**config.mk**
```make
export PLATFORM = sky130hd
export DESIGN_NAME = rtc_ts_queue
export DESIGN_NICKNAME = d
export VERILOG_FILES = /design/src/rtl/rtc_pkg.sv /design/src/rtl/rtc_ts_fifo.sv /design/src/rtl/rtc_ts_queue.sv
export SDC_FILE = /design/constraint.sdc
export NUM_CORES = 2
export LEC_CHECK = 0
export ABC_CLOCK_PERIOD_IN_PS = 117900
export BUFFER_PORTS_ARGS = -buffer_cell sky130_fd_sc_hd__buf_4
export CORE_MARGIN = 10
export CORE_UTILIZATION = 37
export CTS_BUF_LIST = sky130_fd_sc_hd__clkbuf_2
export CTS_CLUSTER_DIAMETER = 120
export DETAILED_ROUTE_END_ITERATION = 6
export MAX_ROUTING_LAYER = met4
export PLACE_DENSITY = 0.58
export SLEW_MARGIN = 25
export SYNTH_ARGS = -nofsm -noshare
export SYNTH_HDL_FRONTEND = slang
export SYNTH_HIERARCHICAL = 1
export SYNTH_SLANG_ARGS = --single-unit
```
**constraint.sdc**
```tcl
create_clock -name clk -period 117.9 [get_ports clk]
set_input_delay 5.895 -clock clk [delete_from_list [all_inputs] [get_ports clk]]
set_output_delay 5.895 -clock clk [all_outputs]
set_load 0.005 [all_outputs]
```
**src/rtl/rtc_pkg.sv**
```systemverilog
// Shared RTC timestamp types and helpers.
// Timestamp word layout and latency compensation used by TSU/PPS blocks.
package rtc_pkg;

  localparam int NS_W      = 38;
  localparam int SEC_W     = 48;
  localparam int NS_FRAC_W = 8;

  typedef struct packed {
    logic [SEC_W-1:0] sec;
    logic [NS_W-1:0]  ns;
  } rtc_ts_t;

  // Subtract comp from a stamp, wrapping ns at modulo and
  // borrowing one second. The sum is taken one bit wider so
  // ns + modulo cannot overflow before comp is removed.
  function automatic rtc_ts_t ts_comp(
    input rtc_ts_t         ts,
    input logic [NS_W-1:0] comp,
    input logic [NS_W-1:0] modulo
  );
    rtc_ts_t       r;
    logic [NS_W:0] sum;
    r = ts;
    if (ts.ns >= comp) begin
      sum = {1'b0, ts.ns};
    end else begin
      sum   = {1'b0, ts.ns} + {1'b0, modulo};
      r.sec = ts.sec - SEC_W'(1);
    end
    // Result is below modulo, so the top bit is always zero.
    sum  = sum - {1'b0, comp};
    r.ns = sum[NS_W-1:0];
    return r;
  endfunction

endpackage

```
**src/rtl/rtc_ts_fifo.sv**
```systemverilog
// Synchronous show-ahead FIFO with registered fill level.
// Ports: wr_i/wdata_i write, rd_i pop, rdata_o head, empty/full/level, drop_o.
module rtc_ts_fifo #(
  parameter int DEPTH = 16,
  parameter int W     = 8,
  parameter int LW    = $clog2(DEPTH) + 1
) (
  input  logic          clk,
  input  logic          rst,
  input  logic          wr_i,
  input  logic [W-1:0]  wdata_i,
  input  logic          rd_i,
  output logic [W-1:0]  rdata_o,
  output logic          empty_o,
  output logic          full_o,
  output logic [LW-1:0] level_o,
  output logic          drop_o
);

  localparam int AW = $clog2(DEPTH);
  localparam logic [AW:0] PONE = (AW+1)'(1);

  logic [W-1:0]  mem_q [DEPTH];
  logic [AW:0]   wptr_q, wptr_d;
  logic [AW:0]   rptr_q, rptr_d;
  logic [LW-1:0] level_q, level_d;
  logic          rd_ok, wr_ok;

  assign empty_o = (wptr_q == rptr_q);
  assign full_o  = (wptr_q[AW] != rptr_q[AW]) &&
                   (wptr_q[AW-1:0] == rptr_q[AW-1:0]);

  // A pop frees a slot in the same cycle, so full+rd+wr is lossless.
  assign rd_ok   = rd_i & ~empty_o;
  assign wr_ok   = wr_i & (~full_o | rd_ok);
  assign drop_o  = wr_i & ~wr_ok;

  assign rdata_o = mem_q[rptr_q[AW-1:0]];
  assign level_o = level_q;

  always_comb begin
    wptr_d  = wr_ok ? wptr_q + PONE : wptr_q;
    rptr_d  = rd_ok ? rptr_q + PONE : rptr_q;
    level_d = level_q + LW'(wr_ok) - LW'(rd_ok);
  end

  always_ff @(posedge clk or posedge rst) begin
    if (rst) begin
      wptr_q  <= '0;
      rptr_q  <= '0;
      level_q <= '0;
      for (int i = 0; i < DEPTH; i++) mem_q[i] <= '0;
    end else begin
      if (wr_ok) mem_q[wptr_q[AW-1:0]] <= wdata_i;
      wptr_q  <= wptr_d;
      rptr_q  <= rptr_d;
      level_q <= level_d;
    end
  end

endmodule

```
**src/rtl/rtc_ts_queue.sv**
```systemverilog
// Event timestamp unit: sync evt_in, capture RTC time on rising edge,
// remove sync latency, queue for reader. Ports: evt_*, time_*, comp_ns, q_*.
module rtc_ts_queue
  import rtc_pkg::*;
#(
  parameter int DEPTH       = 16,
  parameter int SYNC_STAGES = 2,
  parameter int LW          = $clog2(DEPTH) + 1
) (
  input  logic              clk,
  input  logic              rst,
  input  logic              evt_in,
  input  logic              evt_en,
  input  logic [NS_W-1:0]   time_reg_ns,
  input  logic [SEC_W-1:0]  time_reg_sec,
  input  logic [NS_W-1:0]   time_acc_modulo,
  input  logic [NS_W-1:0]   comp_ns,
  input  logic              q_rd,
  output logic [NS_W-1:0]   q_ns,
  output logic [SEC_W-1:0]  q_sec,
  output logic              q_empty,
  output logic [LW-1:0]     q_level,
  output logic              q_ovf,
  input  logic              ovf_clr
);

  logic [SYNC_STAGES-1:0] sync_q;
  logic    prev_q;
  logic    cap;
  logic    v1_q, v2_q;
  rtc_ts_t ts1_q, ts2_q;
  rtc_ts_t head;
  logic    q_full, drop;
  logic    ovf_q, ovf_d;

  assign cap = sync_q[SYNC_STAGES-1] & ~prev_q & evt_en;

  always_ff @(posedge clk or posedge rst) begin
    if (rst) begin
      sync_q <= '0;
      prev_q <= 1'b0;
      v1_q   <= 1'b0;
      v2_q   <= 1'b0;
      ts1_q  <= '0;
      ts2_q  <= '0;
    end else begin
      sync_q <= {sync_q[SYNC_STAGES-2:0], evt_in};
      prev_q <= sync_q[SYNC_STAGES-1];
      v1_q   <= cap;
      if (cap) ts1_q <= '{sec: time_reg_sec, ns: time_reg_ns};
      v2_q   <= v1_q;
      ts2_q  <= ts_comp(ts1_q, comp_ns, time_acc_modulo);
    end
  end

  rtc_ts_fifo #(
    .DEPTH (DEPTH),
    .W     ($bits(rtc_ts_t)),
    .LW    (LW)
  ) u_fifo (
    .clk     (clk),
    .rst     (rst),
    .wr_i    (v2_q),
    .wdata_i (ts2_q),
    .rd_i    (q_rd),
    .rdata_o (head),
    .empty_o (q_empty),
    .full_o  (q_full),
    .level_o (q_level),
    .drop_o  (drop)
  );

  // Set has priority over clear.
  always_comb begin
    ovf_d = ovf_q;
    if (ovf_clr)       ovf_d = 1'b0;
    if (drop & q_full) ovf_d = 1'b1;
  end

  always_ff @(posedge clk or posedge rst) begin
    if (rst) ovf_q <= 1'b0;
    else     ovf_q <= ovf_d;
  end

  assign q_ovf = ovf_q;
  assign q_ns  = head.ns;
  assign q_sec = head.sec;

endmodule

```
==> metrics.txt <==
post-synthesis net count=5477; Worst Skew=0.192 ns; Post-DP Area=78600 µm²; ratio of cells with drive above 1 in the final layout=between 30% and 40%; status=finished, final reports clean; Nets=a little under 6k; Placed Cells incl. Taps=7799; Post-synth EDFFs=0; largest net degree at the start of global routing=roughly 180; number of global-route vias before repair=just under 50k; reg2reg end=ts2_q[37]; first-pass GRT wire length=328000 µm; cts repair resizes=0; CTS tree=built; first-pass detailed-route iteration total=5; DRT iter0 DRCs=~3.1k; Setup Viol. Count Final=0; type of the worst setup path=reg -> out; Slew @ Worst Pin=approximately 1.2 ns; initial core utilization=a little under two fifths; GRT overflow=0; hold violation count in the final report=0; DRT Wirelength=between 200000 and 250000 µm; CP endpoint kind=output pin; WHS Path Cells=0; max cap viols=0; crit path max fanout=between 40 and 50; Seq/Total Area, Yosys=~53%; Synth Warn #=6; Sum Neg Setup Slack=0 ns; P_leak=around 40 nW; drt wl/cell=25.8 µm; synthesis-to-finish area growth=10.3%; CTS Buf Count=~420; Core ar.=roughly 200000 µm²; worst vdd ir=around 0.015 mV; Top Ports=261; Worst EP arrival=about 6 ns; design area=between 80000 and 90000 µm²; Die X=469 µm; Routed Antenna Nets=0; Die H=roughly 470 µm; synthesized instance count=slightly above 5k; CTS Hold Buffers Added=0; CTS Root Cell=clkbuf_2; Post-Syn Area=between 70000 and 80000 µm²; RR Startpoint=ts1_q[23]; type of the worst min-delay path=reg -> reg; Post-CTS Setup Inserts=0; CTS Sinks=1569; Power per Cell Area=between 20 and 25 nW/µm²; Worst Reg-to-Reg Cells=20; clk slew on worst S/H paths=roughly 0.09 ns; Critical Path Start Type=flip-flop; hpwl dp=134000 µm; Synth Register Bits=roughly 1.6k; Max Freq=84.2 MHz; post-place setup slack=106.31 ns; Tmin final=roughly 12 ns; port bufs=between 200 and 300; Post-Layout Cell Count=8522; RD Place Congestion=0.889; post-synth cell types=74; Max H-tree Level=5; Post-Synthesis Mean Instance Area=between 10 and 15 µm²; RSZ-0062 raised after global routing=false; die area=220000 µm²; Hold EP=v2_q; global-route usage over all layers=20.4%; Async S/R FF share, synth=100%; via count=45.9k; std cell rows=164; Period Utilization, post-route=~10%; reg2reg setup slack=111.91 ns; WP data required=112.00 ns; Slew Limit Fails=0; ys flop type=dfrtp_1; DR vias/cell=5.39; setup ws final=106.02 ns; CTS Buffer Depth=4; initial antenna violation count=10; Post-route DRC=0; Slew headroom=20.6%; worst skew pair latency=~1.8 ns; Worst Hold Launch=v1_q
==> layout make-up <==
| type | count | area (µm²) |
|---|---|---|
| diodes | 8 | 20.0 |
| fillers | 19000 | 118000 |
| flip-flops and latches | 1569 | 39300 |
| repair buffers | 356 | 2920 |
| clock inverters | 91 | 459 |
| well taps | 2656 | 3320 |
| clock buffers | 621 | 3110 |
| inverters | 81 | 320 |
| multi-input cells | 3140 | 32900 |
==> where the power goes <==
group	switching [mW]	leakage [nW]	total [mW]	internal, mW
registers	0.134	21.0	0.824	0.689
logic	0.300	16.4	0.604	0.304
clock network	0.225	2.80	0.372	0.147
total	0.659	40.2	1.80	1.14
==> logic make-up after synthesis <==
| logic type | count (synthesis) | synth area share (%) |
|---|---|---|
| AOI/OAI and AO/OA | 496 | 4.69 |
| buffers and inverters | 474 | 3.43 |
| DFF | 1569 | 52.6 |
| xor gates and xnor gates | 127 | 1.49 |
| and+or+nand+nor | 666 | 4.03 |
| muxes | 1725 | 31.6 |
| adders and majority gates | 126 | 2.14 |
==> critical path, stage by stage (launching register included) <==
cell and delay [ns]:
dfrtp_4 0.64, buf_4 0.71, buf_4 0.67, buf_4 0.86
mux4_2 0.60, a22oi_1 0.22, nand2_1 0.25, buf_4 0.23
==> registers in the layout, indices dropped and copies added (netlist names) <==
register        cells
v2_q                1
q_ovf               1
u_fifo/wptr_q       5
ts1_q              86
u_fifo/mem_q     1376
u_fifo/level_o      5
v1_q                1
ts2_q              86
prev_q              1
sync_q              2
u_fifo/rptr_q       5
==> worst max-delay path by stage <==
stage                           startpoint                end  slack, ns
after floorplan                        rst  u_fifo/level_o[0]      72.78
after global placement         comp_ns[23]          ts2_q[37]     106.30
after detailed placement       comp_ns[23]          ts2_q[37]     106.31
after CTS                 u_fifo/rptr_q[0]           q_ns[37]     105.03
after global routing      u_fifo/rptr_q[0]           q_ns[37]     105.38
final                     u_fifo/rptr_q[0]           q_ns[37]     106.02
==> metrics by stage <==
step	total power, mW	hold slack [ns]	util (%)
after floorplan	1.22	0.331	-
after global placement	1.43	0.333	39.2
after detailed placement	1.45	0.341	39.2
after CTS	1.83	0.366	41.0
after global routing	1.92	0.373	41.1
final	1.80	0.366	41.1
==> layout by cell type, fill, tap and decap left out, types with 8 or more instances in the layout <==
cell type  netlist  routed
ha_1           123     123
o21a_1          13      13
a21o_1          49      49
nand3_1         22      22
nand2_1        438     438
clkinv_2         0      11
o211ai_1         9       9
diode_2          0       8
and3_1           8       8
nand2b_1        10      10
nor2b_1         13      11
mux4_2         344     344
or3_1           11      11
nand3b_1         9       9
o21ai_1         34      34
mux2_2         749     749
clkinv_1         0      75
mux2_1         550     550
clkbuf_2         0     621
a21oi_4         15      16
o2111ai_1       10      10
mux2_4          80      80
xnor2_1         89      89
nand4_1         24      24
o21ai_0         49      49
nor3_1          12      12
a22oi_1        174     174
a211oi_1        11      11
inv_1           80      78
dfrtp_1       1569    1567
nor2_1          70      67
a31oi_1         11      11
o21bai_1        10      10
and2_1          16      15
a21oi_1         75      75
xor2_1          38      38
buf_4            5     336
==> layer usage <==
layer / part of all wire, % / GRT usage (%) / vias up
li1: - / - / 20000
met1: 45 / 26.8 / 24500
met2: 47 / 31.8 / 1134
met3: 4.6 / 3.72 / 344
met4: 3.4 / 7.47 / 0
met5: 0 / - / -
==> synthesized netlist by cell type (all sizes together), types with 3 or more instances <==
| library cell | count | share of area, % |
|---|---|---|
| nor2 | 70 | 0.35 |
| a211oi | 11 | 0.11 |
| mux2 | 1379 | 21 |
| o31ai | 5 | 0.050 |
| dfrtp | 1569 | 53 |
| o41ai | 4 | 0.047 |
| o2111ai | 10 | 0.12 |
| a21oi | 91 | 0.84 |
| and3 | 8 | 0.067 |
| ha | 123 | 2.1 |
| nand2b | 10 | 0.084 |
| inv | 81 | 0.41 |
| nand3b | 9 | 0.091 |
| o21ai | 83 | 0.56 |
| nand4b | 8 | 0.11 |
| o211ai | 9 | 0.091 |
| a22oi | 174 | 1.8 |
| o21a | 13 | 0.13 |
| a2111oi | 3 | 0.035 |
| a211o | 4 | 0.047 |
| nand3 | 22 | 0.15 |
| or2 | 3 | 0.025 |
| a21o | 49 | 0.49 |
| xor2 | 38 | 0.45 |
| nor2b | 13 | 0.11 |
| xnor2 | 89 | 1.0 |
| nand4 | 24 | 0.20 |
| nand2 | 438 | 2.2 |
| clkbuf | 194 | 0.98 |
| buf | 199 | 2.0 |
| o21bai | 10 | 0.10 |
| mux4 | 344 | 10 |
| and2 | 16 | 0.13 |
| nor3b | 3 | 0.030 |
| o31a | 4 | 0.047 |
| a31oi | 11 | 0.092 |
| fa | 3 | 0.080 |
| a21boi | 4 | 0.040 |
| or3 | 12 | 0.11 |
| nor3 | 14 | 0.12 |
| nor4 | 11 | 0.18 |
No activity file was read; power rests on OpenSTA's default activity.
